--- src/rtl/composite_pkg.sv ---
// Shared types, default NTSC 240p timing and DAC codes for the composite frame sequencer.
package composite_pkg;

  localparam int unsigned H_W = 11;
  localparam int unsigned V_W = 9;
  localparam int unsigned Y_W = 8;

  localparam int unsigned H_TOTAL_DEF     = 32'd1716;
  localparam int unsigned H_HALF_DEF      = 32'd858;
  localparam int unsigned H_SYNC_DEF      = 32'd127;
  localparam int unsigned EQ_W_DEF        = 32'd62;
  localparam int unsigned BROAD_W_DEF     = 32'd731;
  localparam int unsigned H_ACT_START_DEF = 32'd294;
  localparam int unsigned H_ACT_DEF       = 32'd1382;
  localparam int unsigned V_TOTAL_DEF     = 32'd262;
  localparam int unsigned V_ACT_START_DEF = 32'd21;
  localparam int unsigned V_ACT_DEF       = 32'd240;

  typedef enum logic [2:0] {
    LS_IDLE    = 3'd0,
    LS_EQ_PRE  = 3'd1,
    LS_VSYNC   = 3'd2,
    LS_EQ_POST = 3'd3,
    LS_VBLANK  = 3'd4,
    LS_ACTIVE  = 3'd5
  } line_state_e;

  typedef enum logic [1:0] {
    LVL_BLANK = 2'd0,
    LVL_SYNC  = 2'd1,
    LVL_PIX   = 2'd2
  } level_e;

  // DAC bit order is {270 ohm, 330 ohm, 470 ohm}
  localparam logic [2:0] DAC_SYNC  = 3'b000;
  localparam logic [2:0] DAC_BLANK = 3'b001;
  localparam logic [2:0] DAC_LUMA0 = 3'b001;
  localparam logic [2:0] DAC_LUMA1 = 3'b100;
  localparam logic [2:0] DAC_LUMA2 = 3'b011;
  localparam logic [2:0] DAC_LUMA3 = 3'b110;

  function automatic logic [2:0] luma_to_dac(input logic [1:0] luma);
    logic [2:0] code;
    case (luma)
      2'd0:    code = DAC_LUMA0;
      2'd1:    code = DAC_LUMA1;
      2'd2:    code = DAC_LUMA2;
      2'd3:    code = DAC_LUMA3;
      default: code = DAC_BLANK;
    endcase
    return code;
  endfunction

endpackage

--- src/rtl/composite_frame_sequencer_if.sv ---
// Pixel request / DAC bundle between the sequencer (slave) and its surroundings (master).
interface composite_frame_sequencer_if;
  import composite_pkg::*;

  logic           en;
  logic [1:0]     luma;
  logic           pix_valid;
  logic [H_W-1:0] pix_x;
  logic [Y_W-1:0] pix_y;
  logic           frame_start;
  logic           busy;
  logic           output_270ohm;
  logic           output_330ohm;
  logic           output_470ohm;

  modport slave (
    input  en, luma,
    output pix_valid, pix_x, pix_y, frame_start, busy,
    output output_270ohm, output_330ohm, output_470ohm
  );

  modport master (
    output en, luma,
    input  pix_valid, pix_x, pix_y, frame_start, busy,
    input  output_270ohm, output_330ohm, output_470ohm
  );

endinterface

--- src/rtl/composite_hv_counter.sv ---
// Horizontal/vertical position counter; exposes the next-cycle position so the
// caller can register its decode in the same cycle the counter moves.
module composite_hv_counter
  import composite_pkg::*;
#(
  parameter int unsigned H_TOTAL = H_TOTAL_DEF,
  parameter int unsigned V_TOTAL = V_TOTAL_DEF
) (
  input  logic           refclk,
  input  logic           rst,
  input  logic           en_i,
  output logic [H_W-1:0] h_nxt_o,
  output logic [V_W-1:0] v_nxt_o,
  output logic           run_nxt_o
);

  localparam logic [0:0] ST_IDLE = 1'b0;
  localparam logic [0:0] ST_RUN  = 1'b1;

  localparam logic [H_W-1:0] H_LAST = H_W'(H_TOTAL - 1);
  localparam logic [V_W-1:0] V_LAST = V_W'(V_TOTAL - 1);
  localparam logic [H_W-1:0] H_ZERO = {H_W{1'b0}};
  localparam logic [V_W-1:0] V_ZERO = {V_W{1'b0}};
  localparam logic [H_W-1:0] H_ONE  = H_W'(1);
  localparam logic [V_W-1:0] V_ONE  = V_W'(1);

  logic [0:0]     st_q, st_d;
  logic [H_W-1:0] h_q, h_d;
  logic [V_W-1:0] v_q, v_d;
  logic           frame_end_s;

  // next position; en only matters when idle or on the last cycle of a frame
  always_comb begin
    st_d        = st_q;
    h_d         = h_q;
    v_d         = v_q;
    frame_end_s = (st_q == ST_RUN) && (h_q == H_LAST) && (v_q == V_LAST);
    case (st_q)
      ST_IDLE: begin
        h_d = H_ZERO;
        v_d = V_ZERO;
        if (en_i) st_d = ST_RUN;
        else      st_d = ST_IDLE;
      end
      ST_RUN: begin
        if (frame_end_s) begin
          h_d = H_ZERO;
          v_d = V_ZERO;
          if (en_i) st_d = ST_RUN;
          else      st_d = ST_IDLE;
        end else if (h_q == H_LAST) begin
          h_d = H_ZERO;
          v_d = v_q + V_ONE;
        end else begin
          h_d = h_q + H_ONE;
        end
      end
      default: begin
        st_d = ST_IDLE;
        h_d  = H_ZERO;
        v_d  = V_ZERO;
      end
    endcase
  end

  // counter state
  always_ff @(posedge refclk or posedge rst) begin
    if (rst) begin
      st_q <= ST_IDLE;
      h_q  <= H_ZERO;
      v_q  <= V_ZERO;
    end else begin
      st_q <= st_d;
      h_q  <= h_d;
      v_q  <= v_d;
    end
  end

  assign h_nxt_o   = h_d;
  assign v_nxt_o   = v_d;
  assign run_nxt_o = (st_d == ST_RUN);

endmodule

--- src/rtl/composite_frame_sequencer.sv ---
// 240p NTSC composite frame sequencer: line-type decode, sync/pixel level selection
// and a two-stage pipeline so the DAC shows a position two cycles after it is presented.
module composite_frame_sequencer
  import composite_pkg::*;
#(
  parameter int unsigned H_TOTAL     = H_TOTAL_DEF,
  parameter int unsigned H_HALF      = H_HALF_DEF,
  parameter int unsigned H_SYNC      = H_SYNC_DEF,
  parameter int unsigned EQ_W        = EQ_W_DEF,
  parameter int unsigned BROAD_W     = BROAD_W_DEF,
  parameter int unsigned H_ACT_START = H_ACT_START_DEF,
  parameter int unsigned H_ACT       = H_ACT_DEF,
  parameter int unsigned V_TOTAL     = V_TOTAL_DEF,
  parameter int unsigned V_ACT_START = V_ACT_START_DEF,
  parameter int unsigned V_ACT       = V_ACT_DEF
) (
  input logic                        refclk,
  input logic                        rst,
  composite_frame_sequencer_if.slave bus
);

  localparam logic [H_W-1:0] H_ZERO       = {H_W{1'b0}};
  localparam logic [H_W-1:0] H_SYNC_C     = H_W'(H_SYNC);
  localparam logic [H_W-1:0] EQ_W_C       = H_W'(EQ_W);
  localparam logic [H_W-1:0] BROAD_W_C    = H_W'(BROAD_W);
  localparam logic [H_W-1:0] HALF_C       = H_W'(H_HALF);
  localparam logic [H_W-1:0] EQ2_END_C    = H_W'(H_HALF + EQ_W);
  localparam logic [H_W-1:0] BROAD2_END_C = H_W'(H_HALF + BROAD_W);
  localparam logic [H_W-1:0] ACT_START_C  = H_W'(H_ACT_START);
  localparam logic [H_W-1:0] ACT_END_C    = H_W'(H_ACT_START + H_ACT);
  localparam logic [V_W-1:0] V_ZERO       = {V_W{1'b0}};
  localparam logic [V_W-1:0] V_ACT_START_C = V_W'(V_ACT_START);
  localparam logic [V_W-1:0] V_ACT_END_C   = V_W'(V_ACT_START + V_ACT);

  logic [H_W-1:0] h_d;
  logic [V_W-1:0] v_d;
  logic           run_d;
  line_state_e    line_s;
  logic           sync_s;
  logic           pix_s;
  level_e         lvl_s;

  logic           pix_valid_q;
  logic [H_W-1:0] pix_x_q;
  logic [Y_W-1:0] pix_y_q;
  logic           frame_start_q;
  logic           busy_q;
  level_e         lvl1_q, lvl2_q;
  logic [2:0]     dac_q, dac_d;

  composite_hv_counter #(
    .H_TOTAL (H_TOTAL),
    .V_TOTAL (V_TOTAL)
  ) u_hv_counter (
    .refclk    (refclk),
    .rst       (rst),
    .en_i      (bus.en),
    .h_nxt_o   (h_d),
    .v_nxt_o   (v_d),
    .run_nxt_o (run_d)
  );

  // line type of the position about to be presented
  always_comb begin
    line_s = LS_IDLE;
    if (!run_d)                                              line_s = LS_IDLE;
    else if (v_d < 9'd3)                                     line_s = LS_EQ_PRE;
    else if (v_d < 9'd6)                                     line_s = LS_VSYNC;
    else if (v_d < 9'd9)                                     line_s = LS_EQ_POST;
    else if ((v_d >= V_ACT_START_C) && (v_d < V_ACT_END_C))  line_s = LS_ACTIVE;
    else                                                     line_s = LS_VBLANK;
  end

  // sync windows per line type, then pixel > sync > blank priority
  always_comb begin
    sync_s = 1'b0;
    lvl_s  = LVL_BLANK;
    case (line_s)
      LS_EQ_PRE, LS_EQ_POST:
        sync_s = (h_d < EQ_W_C) || ((h_d >= HALF_C) && (h_d < EQ2_END_C));
      LS_VSYNC:
        sync_s = (h_d < BROAD_W_C) || ((h_d >= HALF_C) && (h_d < BROAD2_END_C));
      LS_VBLANK, LS_ACTIVE:
        sync_s = (h_d < H_SYNC_C);
      default:
        sync_s = 1'b0;
    endcase
    pix_s = (line_s == LS_ACTIVE) && (h_d >= ACT_START_C) && (h_d < ACT_END_C);
    if (pix_s)       lvl_s = LVL_PIX;
    else if (sync_s) lvl_s = LVL_SYNC;
    else             lvl_s = LVL_BLANK;
  end

  // stage 1: coordinates and status for the presented position
  always_ff @(posedge refclk or posedge rst) begin
    if (rst) begin
      pix_valid_q   <= 1'b0;
      pix_x_q       <= H_ZERO;
      pix_y_q       <= {Y_W{1'b0}};
      frame_start_q <= 1'b0;
      busy_q        <= 1'b0;
      lvl1_q        <= LVL_BLANK;
    end else begin
      pix_valid_q   <= pix_s;
      if (pix_s) begin
        pix_x_q <= h_d - ACT_START_C;
        pix_y_q <= Y_W'(v_d - V_ACT_START_C);
      end
      frame_start_q <= run_d && (h_d == H_ZERO) && (v_d == V_ZERO);
      busy_q        <= run_d;
      lvl1_q        <= lvl_s;
    end
  end

  // luma arrives one cycle after its coordinate, alongside stage 2
  always_comb begin
    dac_d = DAC_BLANK;
    case (lvl2_q)
      LVL_PIX:  dac_d = luma_to_dac(bus.luma);
      LVL_SYNC: dac_d = DAC_SYNC;
      default:  dac_d = DAC_BLANK;
    endcase
  end

  // stage 2 level and registered DAC code
  always_ff @(posedge refclk or posedge rst) begin
    if (rst) begin
      lvl2_q <= LVL_BLANK;
      dac_q  <= DAC_BLANK;
    end else begin
      lvl2_q <= lvl1_q;
      dac_q  <= dac_d;
    end
  end

  assign bus.pix_valid     = pix_valid_q;
  assign bus.pix_x         = pix_x_q;
  assign bus.pix_y         = pix_y_q;
  assign bus.frame_start   = frame_start_q;
  assign bus.busy          = busy_q;
  assign bus.output_270ohm = dac_q[2];
  assign bus.output_330ohm = dac_q[1];
  assign bus.output_470ohm = dac_q[0];

endmodule

--- src/flat_wrapper.sv ---
// flat-port wrapper written by rule: the top's interface ports become plain ports
module composite_frame_sequencer_flat import composite_pkg::*;
#(
  parameter int unsigned H_TOTAL     = H_TOTAL_DEF,
  parameter int unsigned H_HALF      = H_HALF_DEF,
  parameter int unsigned H_SYNC      = H_SYNC_DEF,
  parameter int unsigned EQ_W        = EQ_W_DEF,
  parameter int unsigned BROAD_W     = BROAD_W_DEF,
  parameter int unsigned H_ACT_START = H_ACT_START_DEF,
  parameter int unsigned H_ACT       = H_ACT_DEF,
  parameter int unsigned V_TOTAL     = V_TOTAL_DEF,
  parameter int unsigned V_ACT_START = V_ACT_START_DEF,
  parameter int unsigned V_ACT       = V_ACT_DEF
)
  (refclk, rst, bus_en, bus_luma, bus_pix_valid, bus_pix_x, bus_pix_y, bus_frame_start, bus_busy, bus_output_270ohm, bus_output_330ohm, bus_output_470ohm);
  composite_frame_sequencer_if bus_i ();
  input logic refclk;
  input logic rst;
  input wire logic [$bits(bus_i.en)-1:0] bus_en;
  input wire logic [$bits(bus_i.luma)-1:0] bus_luma;
  output wire logic [$bits(bus_i.pix_valid)-1:0] bus_pix_valid;
  output wire logic [$bits(bus_i.pix_x)-1:0] bus_pix_x;
  output wire logic [$bits(bus_i.pix_y)-1:0] bus_pix_y;
  output wire logic [$bits(bus_i.frame_start)-1:0] bus_frame_start;
  output wire logic [$bits(bus_i.busy)-1:0] bus_busy;
  output wire logic [$bits(bus_i.output_270ohm)-1:0] bus_output_270ohm;
  output wire logic [$bits(bus_i.output_330ohm)-1:0] bus_output_330ohm;
  output wire logic [$bits(bus_i.output_470ohm)-1:0] bus_output_470ohm;
  assign bus_i.en = bus_en;
  assign bus_i.luma = bus_luma;
  assign bus_pix_valid = bus_i.pix_valid;
  assign bus_pix_x = bus_i.pix_x;
  assign bus_pix_y = bus_i.pix_y;
  assign bus_frame_start = bus_i.frame_start;
  assign bus_busy = bus_i.busy;
  assign bus_output_270ohm = bus_i.output_270ohm;
  assign bus_output_330ohm = bus_i.output_330ohm;
  assign bus_output_470ohm = bus_i.output_470ohm;
  composite_frame_sequencer #(.H_TOTAL(H_TOTAL), .H_HALF(H_HALF), .H_SYNC(H_SYNC), .EQ_W(EQ_W), .BROAD_W(BROAD_W), .H_ACT_START(H_ACT_START), .H_ACT(H_ACT), .V_TOTAL(V_TOTAL), .V_ACT_START(V_ACT_START), .V_ACT(V_ACT)) u_core (.refclk(refclk), .rst(rst), .bus(bus_i));
endmodule
--- config.mk ---
export PLATFORM = sky130hd
export DESIGN_NAME = composite_frame_sequencer_flat
export DESIGN_NICKNAME = d
export VERILOG_FILES = /design/src/rtl/composite_pkg.sv /design/src/rtl/composite_frame_sequencer_if.sv /design/src/rtl/composite_hv_counter.sv /design/src/rtl/composite_frame_sequencer.sv /design/src/flat_wrapper.sv
export SDC_FILE = /design/constraint.sdc
export NUM_CORES = 1
export LEC_CHECK = 0
export BUFFER_PORTS_ARGS = -buffer_cell sky130_fd_sc_hd__buf_2
export CAP_MARGIN = 40
export CORE_ASPECT_RATIO = 0.8
export CORE_MARGIN = 4
export CORE_UTILIZATION = 55
export DETAILED_ROUTE_END_ITERATION = 10
export PLACE_DENSITY = 0.79
export SETUP_SLACK_MARGIN = 0.4
export SLEW_MARGIN = 40
export SYNTH_ARGS = -nofsm -noshare
export SYNTH_HDL_FRONTEND = slang
export SYNTH_SLANG_ARGS = --single-unit
--- constraint.sdc ---
create_clock -name refclk -period 3.9 [get_ports refclk]
set_input_delay 0.78 -clock refclk [delete_from_list [all_inputs] [get_ports refclk]]
set_output_delay 0.78 -clock refclk [all_outputs]
set_load 0.02 [all_outputs]
==> flow_metrics.env <==
export IMPL_status="completed"
export IMPL_synth_avg_cell_area_um2=10.1
export IMPL_cp_end_kind="register"
export IMPL_core_region_area_mm2=0.00610
export IMPL_period_needed_ps=3300
export IMPL_cp_required_ps=4090
export IMPL_synth_top_cell_by_area="dfrtp_1"
export IMPL_yosysWarningCount=0
export IMPL_slew_headroom_pct=53.2
export IMPL_crit_start="u_core.u_hv_counter.h_q[6]"
export IMPL_postSynthCellCount=352
export IMPL_synth_compound_area_share_pct=14.0
export IMPL_cts_buffer_depth=2
export IMPL_hpwl_mm=5.96
export IMPL_grt_start_max_net_pins=49
export IMPL_vdd_ir_drop_max_mv=0.396
export IMPL_start_util_pct=58.5
export IMPL_synth_top_family_by_area="simple AND/OR/NAND/NOR gates"
export IMPL_synthFlopType="dfrtp_1"
export IMPL_die_w_um=98.1
export IMPL_synth_mux_area_share_pct=10.2
export IMPL_grt_use_total_pct=21.4
export IMPL_clk_pin_slew_ps=90
export IMPL_first_pass_iters=4
export IMPL_rsz0062_at_grt="no"
export IMPL_grt_overflow=0
export IMPL_rrSetupSlack_ps=600
export IMPL_grt_pass1_wl_mm=13.3
export IMPL_place_congestion=0.877
export IMPL_synth_xor_area_share_pct=5.65
export IMPL_synth_edff_count=0
export IMPL_drtAntennaViolNets=0
export IMPL_yosys_area_share_simple_pct=26.0
export IMPL_drt_iter0_drc=158
export IMPL_cts_buffers_inserted=5
export IMPL_worstMarginPinSlew_ps=682
export IMPL_synth_fa_ha_area_share_pct=3.86
export IMPL_criticalPathCategory="register to register"
export IMPL_drv_slew=0
export IMPL_cts_sinks=48
export IMPL_vias_per_cell=5.87
export IMPL_dieArea_mm2=0.00785
export IMPL_grt_pass1_vias=2620
export IMPL_finalSetupViolCount=0
export IMPL_ys_ff_latch=48
export IMPL_fmax_mhz=303
export IMPL_max_cap_viol_count=0
export IMPL_post_drt_wl_per_cell_um=17.4
export IMPL_synth_cell_area_mm2=0.00357
export IMPL_drive_gt1_share_pct=29.5
export IMPL_arrival_ps=3500
export IMPL_diodes=0
export IMPL_io_pins=30
export IMPL_synth_fp_nets=368
export IMPL_rows=25
export IMPL_tns_ps=0
export IMPL_n_fill_cell=528
export IMPL_fin_crit_sh_pct=84.7
export IMPL_cts_hold_buffers_added=0
export IMPL_routed_wl_mm=8.03
export IMPL_final_util_pct=63.3
export IMPL_final_hold_viol_count=0
export IMPL_die_h_um=80.0
export IMPL_tritoncts="built"
export IMPL_power_density_mw_per_mm2=449
export IMPL_r2r_cells=13
export IMPL_clk_latency_ps=310
export IMPL_clockRootBuffer="clkbuf_8"
export IMPL_synth_async_sr_flop_share_pct=100
export IMPL_final_nets=395
export IMPL_endpoint="u_core.bus.pix_x[4]"
export IMPL_r2r_start="u_core.u_hv_counter.h_q[6]"
export IMPL_antenna_found_initial=0
export IMPL_drc=0
export IMPL_cp_max_fo=12
export IMPL_worstSetupStartpointType="register"
export IMPL_synthToLayoutAreaGrowth_pct=8.17
export IMPL_ys_seq_area_share_pct=33.7
export IMPL_synth_commonest_cells="dfrtp_1, nand2_1, inv_1"
export IMPL_netlist_top_cells_area="dfrtp_1, mux2_4, ha_1, xnor2_1, nand2_1"
export IMPL_htreeDepth=2
export IMPL_synth_top_area_share_pct=33.0
export IMPL_vias=2706
export IMPL_synth_most_common_cell="dfrtp_1"
export IMPL_hold_class="register to register"
export IMPL_finClkSkew_ps=7.77
export IMPL_power_leakage_nw=1.73
export IMPL_portBuffers=29
export IMPL_yosysUniqueCellTypes=81
export IMPL_r2r_end="u_core.bus.pix_x[4]"
## area by class of cell
| cell class | count | area, um^2 | share of cell area, % |
|---|---|---|---|
| flip-flops and latches | 48 | 1210 | 31.2 |
| clock buffers | 5 | 68.8 | 1.78 |
| clock inverters | 3 | 46.3 | 1.20 |
| inverters | 22 | 85.1 | 2.20 |
| multi-input cells | 266 | 2150 | 55.8 |
| well taps | 81 | 101 | 2.63 |
| repair buffers | 36 | 198 | 5.12 |
## registers in the layout, indices dropped and copies added (netlist names)
name and count:
u_core.bus.frame_start 1, u_core.u_hv_counter.h_q 11, u_core.dac_q 3, u_core.lvl2_q 2, u_core.bus.busy 1, u_core.lvl1_q 2, u_core.bus.pix_y 8, u_core.bus.pix_x 11
u_core.u_hv_counter.v_q 9
## cells by family after synthesis
family                   after synthesis
multiplexers                          28
buffers and inverters                 38
AO/OA/AOI/OAI                         60
flip-flops                            48
adder cells (fa/ha/maj)               11
XOR/XNOR                              23
AND/OR/NAND/NOR                      144
## stage by stage
stage	cells	cell area [um^2]	hold slack, ps	worst slack, ps	power [mW]
4_1_cts	460	3840	376	443	1.73
6_report	461	3860	370	597	1.73
3_5_place_dp	452	3710	353	173	1.33
2_1_floorplan	352	3570	331	432	1.22
5_1_grt	461	3860	378	411	1.86
3_3_place_gp	452	3710	334	266	1.30
## placed cells by master, fill, tap and decap left out, types with 6 or more instances in the layout
| cell type | synthesis | layout |
|---|---|---|
| and2_1 | 6 | 6 |
| dfrtp_1 | 47 | 44 |
| buf_2 | 2 | 29 |
| buf_4 | 3 | 7 |
| a21oi_1 | 7 | 7 |
| nand2_1 | 31 | 31 |
| o21ai_0 | 9 | 9 |
| inv_1 | 21 | 20 |
| nor2_1 | 18 | 18 |
| ha_1 | 11 | 9 |
| mux2i_1 | 9 | 9 |
| nor3b_1 | 7 | 7 |
| xor2_1 | 8 | 8 |
| nand3_1 | 17 | 17 |
| o31ai_1 | 6 | 6 |
| a21oi_2 | 6 | 6 |
| xnor2_1 | 15 | 15 |
| mux2_4 | 16 | 16 |
| nor3_1 | 9 | 9 |
## what timing repair did
action,CTS,global route
endpoints found under the setup margin,20,20
setup buffers,0,1
gates resized for setup,4,4
pin swaps,0,1
## worst min path at each step
stage	startpoint	to	cells after the start
after CTS	u_core.lvl1_q[0]	u_core.lvl2_q[0]	0
after global routing	u_core.lvl1_q[0]	u_core.lvl2_q[0]	0
after detailed placement	u_core.lvl1_q[0]	u_core.lvl2_q[0]	0
after global placement	u_core.lvl1_q[0]	u_core.lvl2_q[0]	0
after floorplan	u_core.lvl1_q[0]	u_core.lvl2_q[0]	0
final	u_core.lvl1_q[0]	u_core.lvl2_q[0]	0
## critical path: stages (launching register included)
cell,delay (ps)
dfrtp_2,510
or3b_4,470
nor3_4,260
nor2_1,130
nand2_1,170
inv_1,110
ha_2,250
inv_1,70
a21boi_1,80
or2_4,260
a211oi_4,280
nor3_4,70
buf_4,220
mux2_4,310
## metal layers
layer / vias to the layer above / global-route usage, % / wire (um)
met1: 1296 / 31.4 / 4130
met4: 0 / 5.12 / 97
met3: 9 / 3.49 / 427
li1: 1315 / - / -
met2: 86 / 33.0 / 3380
met5: - / 0 / 0
## where the power goes
part           internal, mW  switching [mW]
Sequential            0.546           0.104
Combinational         0.277           0.430
Clock                 0.193           0.182
Note: power is estimated with default switching activity, not from simulation.
